### src/rtl/riscv_pkg.sv
`default_nettype none
// ============================================================================
// Module      : riscv_pkg
// Description : Opcode constants, decoded-slot record and opcode-class helpers
//               shared by the dual-issue scheduler and its scoreboard.
// Revision    : 1.0 - initial release
// ============================================================================
package riscv_pkg;

    localparam logic [6:0] OP_R     = 7'b0110011;
    localparam logic [6:0] OP_I     = 7'b0010011;
    localparam logic [6:0] OP_LOAD  = 7'b0000011;
    localparam logic [6:0] OP_STORE = 7'b0100011;

    // One buffered instruction slot as delivered by decode
    typedef struct packed {
        logic [6:0]  opcode;
        logic [4:0]  rs1;
        logic [4:0]  rs2;
        logic [4:0]  rd;
        logic [31:0] instr;
    } slot_t;

    function automatic logic is_legal(input logic [6:0] op);
        return (op == OP_R) || (op == OP_I) || (op == OP_LOAD) || (op == OP_STORE);
    endfunction

    function automatic logic writes_rd(input logic [6:0] op);
        return (op == OP_R) || (op == OP_I) || (op == OP_LOAD);
    endfunction

    function automatic logic reads_rs2(input logic [6:0] op);
        return (op == OP_R) || (op == OP_STORE);
    endfunction

    function automatic logic is_mem(input logic [6:0] op);
        return (op == OP_LOAD) || (op == OP_STORE);
    endfunction

    function automatic logic is_load(input logic [6:0] op);
        return op == OP_LOAD;
    endfunction

endpackage : riscv_pkg
`default_nettype wire

### src/rtl/regfile_scoreboard.sv
`default_nettype none
// ============================================================================
// Module      : regfile_scoreboard
// Description : Per-register 2-bit busy countdown for x1..x31. Two set ports
//               (one per issue lane) and six busy lookups. x0 is never busy.
// Revision    : 1.0 - initial release
// ============================================================================
module regfile_scoreboard
    import riscv_pkg::*;
(
    input  logic            clk,
    input  logic            rst_n,
    input  logic [1:0]      set_en,
    input  logic [1:0][4:0] set_rd,
    input  logic [1:0][1:0] set_val,
    input  logic [5:0][4:0] look_reg,
    output logic [5:0]      busy
);

    logic [31:0] busy_vec;

    assign busy_vec[0] = 1'b0;

    generate
        for (genvar r = 1; r < 32; r++) begin : g_reg
            logic [1:0] cnt;

            // Load on issue of a writer, otherwise count down to zero
            always_ff @(posedge clk or negedge rst_n) begin
                if (!rst_n) begin
                    cnt <= 2'd0;
                end else if (set_en[0] && (set_rd[0] == 5'(r))) begin
                    cnt <= set_val[0];
                end else if (set_en[1] && (set_rd[1] == 5'(r))) begin
                    cnt <= set_val[1];
                end else if (cnt != 2'd0) begin
                    cnt <= cnt - 2'd1;
                end
            end

            assign busy_vec[r] = (cnt != 2'd0);
        end

        for (genvar i = 0; i < 6; i++) begin : g_look
            assign busy[i] = busy_vec[look_reg[i]];
        end
    endgenerate

endmodule : regfile_scoreboard
`default_nettype wire

### src/rtl/dual_issue_scheduler.sv
`default_nettype none
// ============================================================================
// Module      : dual_issue_scheduler
// Description : In-order two-wide issue controller. Buffers one decoded pair,
//               issues 0/1/2 instructions per cycle under scoreboard, intra-
//               pair dependency and single-memory-port constraints.
// Revision    : 1.0 - initial release
// ============================================================================
module dual_issue_scheduler
    import riscv_pkg::*;
#(
    parameter int ALU_LAT  = 1,
    parameter int LOAD_LAT = 2,
    parameter int CNT_W    = 32
) (
    input  logic             clk,
    input  logic             rst_n,
    input  logic             flush_i,
    input  logic             en_flag_i,
    input  logic [31:0]      c_i,
    input  logic [6:0]       opcode_1,
    input  logic [4:0]       rs1_1,
    input  logic [4:0]       rs2_1,
    input  logic [4:0]       rd_1,
    input  logic [31:0]      instr_1_,
    input  logic [6:0]       opcode_2,
    input  logic [4:0]       rs1_2,
    input  logic [4:0]       rs2_2,
    input  logic [4:0]       rd_2,
    input  logic [31:0]      instr_2_,
    input  logic             issue_ready_i,
    output logic             ready_o,
    output logic             iss0_valid_o,
    output logic [31:0]      iss0_instr_o,
    output logic             iss1_valid_o,
    output logic [31:0]      iss1_instr_o,
    output logic [31:0]      iss_c_o,
    output logic             illegal_o,
    output logic [CNT_W-1:0] stall_cnt_o
);

    // Counter load values: a latency of L means the consumer waits L-1 cycles
    localparam logic [1:0] ALU_SET  = 2'(ALU_LAT - 1);
    localparam logic [1:0] LOAD_SET = 2'(LOAD_LAT - 1);

    slot_t       s0, s1;
    logic        v0, v1;
    logic [31:0] tag;

    logic [5:0]      busy;
    logic [5:0][4:0] look_reg;
    logic [1:0]      set_en;
    logic [1:0][4:0] set_rd;
    logic [1:0][1:0] set_val;

    logic s0_ok, s1_ok, raw, waw, mem2, pair_conflict;
    logic iss0, iss1, accept, go;
    logic bad1, bad2;

    assign ready_o = !v0 && !v1;
    assign accept  = en_flag_i && ready_o && !flush_i;
    assign go      = issue_ready_i && !flush_i;
    assign bad1    = (opcode_1 != 7'd0) && !is_legal(opcode_1);
    assign bad2    = (opcode_2 != 7'd0) && !is_legal(opcode_2);

    assign look_reg[0] = s0.rs1;
    assign look_reg[1] = s0.rs2;
    assign look_reg[2] = s0.rd;
    assign look_reg[3] = s1.rs1;
    assign look_reg[4] = s1.rs2;
    assign look_reg[5] = s1.rd;

    // Per-slot readiness against the scoreboard, then intra-pair hazards
    always_comb begin
        s0_ok = v0 && !busy[0]
                && (!reads_rs2(s0.opcode) || !busy[1])
                && (!writes_rd(s0.opcode) || !busy[2]);
        s1_ok = v1 && !busy[3]
                && (!reads_rs2(s1.opcode) || !busy[4])
                && (!writes_rd(s1.opcode) || !busy[5]);
        raw   = writes_rd(s0.opcode) && (s0.rd != 5'd0)
                && ((s0.rd == s1.rs1) || (reads_rs2(s1.opcode) && (s0.rd == s1.rs2)));
        waw   = writes_rd(s0.opcode) && writes_rd(s1.opcode)
                && (s0.rd != 5'd0) && (s0.rd == s1.rd);
        mem2  = is_mem(s0.opcode) && is_mem(s1.opcode);
        pair_conflict = raw || waw || mem2;
        iss0  = go && s0_ok;
        iss1  = go && s1_ok && (v0 ? (s0_ok && !pair_conflict) : 1'b1);
    end

    assign set_en[0]  = iss0 && writes_rd(s0.opcode);
    assign set_rd[0]  = s0.rd;
    assign set_val[0] = is_load(s0.opcode) ? LOAD_SET : ALU_SET;
    assign set_en[1]  = iss1 && writes_rd(s1.opcode);
    assign set_rd[1]  = s1.rd;
    assign set_val[1] = is_load(s1.opcode) ? LOAD_SET : ALU_SET;

    regfile_scoreboard u_scoreboard (
        .clk      (clk),
        .rst_n    (rst_n),
        .set_en   (set_en),
        .set_rd   (set_rd),
        .set_val  (set_val),
        .look_reg (look_reg),
        .busy     (busy)
    );

    // Pair buffer: flush beats accept beats per-slot issue clears
    always_ff @(posedge clk or negedge rst_n) begin
        if (!rst_n) begin
            v0  <= 1'b0;
            v1  <= 1'b0;
            s0  <= '0;
            s1  <= '0;
            tag <= 32'd0;
        end else if (flush_i) begin
            v0 <= 1'b0;
            v1 <= 1'b0;
        end else if (accept) begin
            v0  <= (opcode_1 != 7'd0) && !bad1;
            v1  <= (opcode_2 != 7'd0) && !bad2;
            s0  <= '{opcode_1, rs1_1, rs2_1, rd_1, instr_1_};
            s1  <= '{opcode_2, rs1_2, rs2_2, rd_2, instr_2_};
            tag <= c_i;
        end else begin
            if (iss0) v0 <= 1'b0;
            if (iss1) v1 <= 1'b0;
        end
    end

    // Registered issue lanes; the oldest issued instruction always takes lane 0
    always_ff @(posedge clk or negedge rst_n) begin
        if (!rst_n) begin
            iss0_valid_o <= 1'b0;
            iss1_valid_o <= 1'b0;
            iss0_instr_o <= 32'd0;
            iss1_instr_o <= 32'd0;
            iss_c_o      <= 32'd0;
        end else begin
            iss0_valid_o <= iss0 || iss1;
            iss1_valid_o <= iss0 && iss1;
            if (iss0 || iss1) begin
                iss0_instr_o <= iss0 ? s0.instr : s1.instr;
                iss1_instr_o <= (iss0 && iss1) ? s1.instr : 32'd0;
                iss_c_o      <= tag;
            end
        end
    end

    // Illegal-opcode pulse and hazard-stall counter
    always_ff @(posedge clk or negedge rst_n) begin
        if (!rst_n) begin
            illegal_o   <= 1'b0;
            stall_cnt_o <= '0;
        end else begin
            illegal_o <= accept && (bad1 || bad2);
            if (go && (v0 || v1) && !iss0 && !iss1)
                stall_cnt_o <= stall_cnt_o + 1'b1;
        end
    end

endmodule : dual_issue_scheduler
`default_nettype wire

### config.mk
export PLATFORM = sky130hd
export DESIGN_NAME = dual_issue_scheduler
export DESIGN_NICKNAME = d
export VERILOG_FILES = /design/src/rtl/riscv_pkg.sv /design/src/rtl/regfile_scoreboard.sv /design/src/rtl/dual_issue_scheduler.sv
export SDC_FILE = /design/constraint.sdc
export NUM_CORES = 1
export LEC_CHECK = 0
export CAP_MARGIN = 5
export CORE_ASPECT_RATIO = 1.5
export CORE_MARGIN = 4
export CORE_UTILIZATION = 40
export CTS_CLUSTER_DIAMETER = 200
export DETAILED_ROUTE_END_ITERATION = 12
export GPL_ROUTABILITY_DRIVEN = 0
export PLACE_DENSITY = 0.69
export SKIP_CTS_REPAIR_TIMING = 1
export SYNTH_ARGS = -nofsm -noshare
export SYNTH_HDL_FRONTEND = slang
export SYNTH_HIERARCHICAL = 1
export SYNTH_SLANG_ARGS = --single-unit
### constraint.sdc
create_clock -name clk -period 6.6 [get_ports clk]
set_input_delay 0.99 -clock clk [delete_from_list [all_inputs] [get_ports clk]]
set_output_delay 0.99 -clock clk [all_outputs]
set_load 0.05 [all_outputs]
==> results_tabular.tex <==
\begin{tabular}{lr}
\hline
Metric & Value \\
\hline
\multicolumn{2}{l}{\textbf{Synthesis}} \\
\quad Largest area contributor in the synthesized netlist & sky130\_fd\_sc\_hd\_\_dfrtp\_1 \\
\quad Number of distinct library cells after synthesis & 63 \\
\quad Area contributors post-synth & sky130\_fd\_sc\_hd\_\_dfrtp\_1 (47\%), sky130\_fd\_sc\_hd\_\_mux2\_2 (9.3\%), sky130\_fd\_sc\_hd\_\_mux2i\_1 (6.2\%) \\
\quad Ys async rst share & 1.00 \\
\quad Share of Yosys cell area claimed by the top area cell type & 0.469 \\
\quad Sequential element share of the synthesized area & 0.469 \\
\quad Primary flip-flop cell chosen by synthesis mapping & sky130\_fd\_sc\_hd\_\_dfrtp\_1 \\
\quad Mean post-synth cell area & 10.4 µm² \\
\quad FF+latch count, synth & 335 \\
\quad Synth Instances & 1,719 \\
\quad Yosys warning count & 6 \\
\quad Summed instance area of the synthesized netlist & 17,900 µm² \\
\quad Number of flops mapped to enable cells by yosys & 0 \\
\multicolumn{2}{l}{\textbf{Timing}} \\
\quad Count of pins over their slew limit & 0 \\
\quad Final clock period utilization by the worst path & 0.746 \\
\quad Minimum clock period & 4930 ps \\
\quad Peak clock frequency supported by timing & 0.203 GHz \\
\quad Worst clock skew & 23.2 ps \\
\quad Hold Fails Final Rpt & 0 \\
\quad Relative slew slack & 0.222 \\
\quad Number of setup violations in the final report & 0 \\
\quad Transition at the pin with the smallest max-transition slack & 1170 ps \\
\quad RSZ-0062 raised after global routing & false \\
\quad Post-route setup TNS & 0 ps \\
\multicolumn{2}{l}{\textbf{Clocking}} \\
\quad CTS Root Cell & sky130\_fd\_sc\_hd\_\_clkbuf\_16 \\
\quad Insertion delay to the later sink of the worst-skew pair & 540 ps \\
\quad Count of clock tree sinks & 335 \\
\quad Max H-tree Level & 2 \\
\quad Clock Tree Buf Depth & 3 \\
\quad Clock tree from TritonCTS & done \\
\quad Clock-pin slew reported for the worst setup and hold paths after clock tree synthesis & 60 ps \\
\quad Clock buffers created by TritonCTS & 35 \\
\multicolumn{2}{l}{\textbf{Pwr}} \\
\quad Leakage power & 9.73 nW \\
\quad Power share of the clock group & 0.262 \\
\quad Net Sw Frac & 0.368 \\
\quad Flop pwr share & 0.364 \\
\quad Worst-case vdd ir drop & 222 µV \\
\quad NetSw & 2.92 mW \\
\quad Areal power density over the cells & 358 nW/µm² \\
\quad Int Pwr & 5.01 mW \\
\quad Share of total power in combinational logic & 0.374 \\
\multicolumn{2}{l}{\textbf{Die}} \\
\quad Number of top-level design ports & 277 \\
\quad Area of the core & 44,000 µm² \\
\quad Die area & 48,200 µm² \\
\quad Horiz. Die Dim & 181 µm \\
\quad Initial standard-cell utilization of the core & 0.406 \\
\quad Die Span Y & 267 µm \\
\quad Row cnt & 94 \\
\multicolumn{2}{l}{\textbf{Place}} \\
\quad Placed instance count & 2,455 \\
\quad Instance area at placement & 21,000 µm² \\
\quad Placed wire-length estimate & 38,400 µm \\
\quad Count of buffers from port buffering & 276 \\
\multicolumn{2}{l}{\textbf{Finish}} \\
\quad Largest register FFs & 62 \\
\quad Largest register by flop count & u\_scoreboard/g.cnt \\
\quad Non-filler cells, final & 2,525 \\
\quad Biggest regs & u\_scoreboard/g.cnt: 62 flops, s0: 39 flops, s1: 39 flops \\
\quad Nets@finish & 2,093 \\
\quad Proportion of layout cells with a drive suffix above 1 & 0.131 \\
\quad Post-layout util & 0.504 \\
\quad Final non-filler cell area & 22,200 µm² \\
\quad Synthesis-to-finish area growth & 24.2\% \\
\multicolumn{2}{l}{\textbf{Global routing}} \\
\quad Via count of the first global-routing pass & 15.2k \\
\quad Overall track demand over capacity in global routing & 0.224 \\
\quad Wire length of the first global-routing pass & 87,100 µm \\
\quad Overflow after GRT & 0 \\
\quad Initial antenna violation count & 7 \\
\quad Pin count of the biggest net entering global routing & 183 \\
\multicolumn{2}{l}{\textbf{Critical path}} \\
\quad Critical Path Start Type & flop \\
\quad Worst setup path class & reg -> reg \\
\quad Critical path origin & look\_reg[1] \\
\quad Worst Path Required & 7000 ps \\
\quad Critical Path Fanout Max & 33 \\
\quad Type of element capturing the critical path & flop \\
\quad Startpoint of the worst-slack reg-to-reg timing path & look\_reg[1] \\
\quad CP max stage delay & 820 ps \\
\quad Internal reg-to-reg setup slack & 1670 ps \\
\quad Worst-path cell with the longest stage delay & sky130\_fd\_sc\_hd\_\_dfrtp\_1 \\
\quad Data arrival, critical path & 5320 ps \\
\quad Sequence of cells on the critical path & mux2i\_1, a2111oi\_0, o21ai\_1, o21ai\_0, a211oi\_1, and2b\_1, o211ai\_1, a2bb2oi\_1, or4\_1, buf\_4, a21boi\_4, and3\_1, nand4b\_2, or3\_1, o211ai\_1, o21ai\_0 \\
\multicolumn{2}{l}{\textbf{Detailed routing}} \\
\quad Routed wire length & 55,700 µm \\
\quad Initial drt markers & 1,239 \\
\quad Routed length per placed instance & 22.1 µm \\
\quad DR vias/cell & 5.81 \\
\quad Total number of vias & 14.7k \\
\quad Drt pass-1 iters & 6 \\
\quad Post-route DRC violation count & 0 \\
\quad Post-route ant nets & 0 \\
\multicolumn{2}{l}{\textbf{Status}} \\
\quad Run status & finished clean \\
\multicolumn{2}{l}{\textbf{Hold path}} \\
\quad Classification of the worst-slack hold path & in -> async \\
\multicolumn{2}{l}{\textbf{Job}} \\
\quad Maximum capacitance violations & 0 \\
\hline
\end{tabular}
==> cell type report <==
| class | instances | area (µm²) |
|---|---|---|
| inverters | 79 | 297 |
| multi-input cells | 1169 | 8620 |
| well taps | 576 | 721 |
| fillers | 3989 | 21800 |
| diodes | 7 | 17.5 |
| clock buffers | 49 | 1000 |
| clock inverters | 14 | 198 |
| repair buffers | 296 | 2940 |
| flip-flops and latches | 335 | 8380 |
==> cells by family after synthesis <==
group / Yosys count / synth area share
flops: 335 / 0.469
other cells: 1 / 0.000210
xor+xnor: 77 / 0.0378
simple gates: 508 / 0.140
fa+ha+maj: 32 / 0.0224
compound gates: 282 / 0.116
buf+inv: 219 / 0.0512
mux: 265 / 0.163
==> per-layer routing <==
| layer | vias to the layer above | global-route usage | wire length (µm) | part of all wire |
|---|---|---|---|---|
| met5 | - | 0 | 13 | 0.00023 |
| li1 | 6594 | - | - | - |
| met1 | 7280 | 0.248 | 19900 | 0.36 |
| met4 | 2 | 0.122 | 3230 | 0.058 |
| met2 | 610 | 0.397 | 28500 | 0.51 |
| met3 | 180 | 0.0532 | 3960 | 0.071 |
==> synth_stat cells, types with 30 or more instances <==
cell type and count:
sky130_fd_sc_hd__dfrtp_1 335, sky130_fd_sc_hd__nand2_1 192, sky130_fd_sc_hd__mux2_2 148, sky130_fd_sc_hd__mux2i_1 110, sky130_fd_sc_hd__clkbuf_1 89, sky130_fd_sc_hd__inv_1 78
sky130_fd_sc_hd__nor2_1 76, sky130_fd_sc_hd__nand3_1 54, sky130_fd_sc_hd__nand4_1 52, sky130_fd_sc_hd__xor2_1 50, sky130_fd_sc_hd__o21ai_0 46, sky130_fd_sc_hd__a22oi_1 42
sky130_fd_sc_hd__a21oi_1 40, sky130_fd_sc_hd__o2111ai_1 37, sky130_fd_sc_hd__nor3_1 35, sky130_fd_sc_hd__a32o_1 33, sky130_fd_sc_hd__ha_1 32, sky130_fd_sc_hd__buf_2 30
==> power groups by stage <==
stage / clock [mW] / combinational, mW / sequential, mW
after detailed placement: 0 / 2.92 / 2.92
after CTS: 2.12 / 2.94 / 2.88
after global routing: 2.20 / 3.25 / 2.94
final: 2.08 / 2.97 / 2.89
after global placement: 0 / 2.80 / 2.89
after floorplan: 0 / 1.81 / 3.09
==> placed cells by master, fill, tap and decap left out, types with 6 or more instances in the layout <==
| cell | n |
|---|---|
| sky130_fd_sc_hd__dfrtp_1 | 335 |
| sky130_fd_sc_hd__clkdlybuf4s50_1 | 275 |
| sky130_fd_sc_hd__nand2_1 | 192 |
| sky130_fd_sc_hd__mux2_2 | 148 |
| sky130_fd_sc_hd__mux2i_1 | 110 |
| sky130_fd_sc_hd__inv_1 | 78 |
| sky130_fd_sc_hd__nor2_1 | 75 |
| sky130_fd_sc_hd__nand3_1 | 54 |
| sky130_fd_sc_hd__nand4_1 | 52 |
| sky130_fd_sc_hd__xor2_1 | 50 |
| sky130_fd_sc_hd__o21ai_0 | 46 |
| sky130_fd_sc_hd__a22oi_1 | 42 |
| sky130_fd_sc_hd__a21oi_1 | 39 |
| sky130_fd_sc_hd__o2111ai_1 | 37 |
| sky130_fd_sc_hd__clkbuf_16 | 36 |
| sky130_fd_sc_hd__nor3_1 | 33 |
| sky130_fd_sc_hd__a32o_1 | 33 |
| sky130_fd_sc_hd__ha_1 | 32 |
| sky130_fd_sc_hd__xnor2_1 | 27 |
| sky130_fd_sc_hd__nor2b_1 | 24 |
| sky130_fd_sc_hd__a211oi_1 | 21 |
| sky130_fd_sc_hd__buf_4 | 18 |
| sky130_fd_sc_hd__nand2b_1 | 17 |
| sky130_fd_sc_hd__a221oi_1 | 9 |
| sky130_fd_sc_hd__o211ai_1 | 8 |
| sky130_fd_sc_hd__nor4_1 | 8 |
| sky130_fd_sc_hd__clkbuf_1 | 8 |
| sky130_fd_sc_hd__a2111oi_0 | 8 |
| sky130_fd_sc_hd__diode_2 | 7 |
| sky130_fd_sc_hd__o21ai_1 | 7 |
| sky130_fd_sc_hd__mux4_2 | 6 |
| sky130_fd_sc_hd__o221ai_1 | 6 |
| sky130_fd_sc_hd__o311ai_0 | 6 |
==> metrics by stage <==
stage,hold slack [ps],setup WS (ps),power [mW]
after floorplan,442,2250,4.90
after global placement,450,1810,5.69
after detailed placement,454,1730,5.84
after CTS,470,1730,7.94
after global routing,485,1320,8.39
final,468,1670,7.94
==> worst max-delay path, delay by kind of cell, from the launching register on <==
kind | cells | cell delay (ps)
AND/OR/NAND/NOR | 5 | 2050
flip-flops | 1 | 820
buffers and inverters | 1 | 270
multiplexers | 1 | 150
AO/OA/AOI/OAI | 9 | 1510
==> path summary, 6_finish.rpt <==
| check | end | cells past startpoint |
|---|---|---|
| worst max-delay path | u_scoreboard/g_reg[12].cnt[1] | 16 |
| worst min-delay path | stall_cnt_o[12] | 1 |
| worst max register to register | u_scoreboard/g_reg[12].cnt[1] | 16 |
| worst min register to register | iss_c_o[28] | 2 |
| max in group asynchronous | iss0_instr_o[13] | 2 |
| min in group clk | iss_c_o[28] | 2 |
Note: power is estimated with default switching activity, not from simulation.
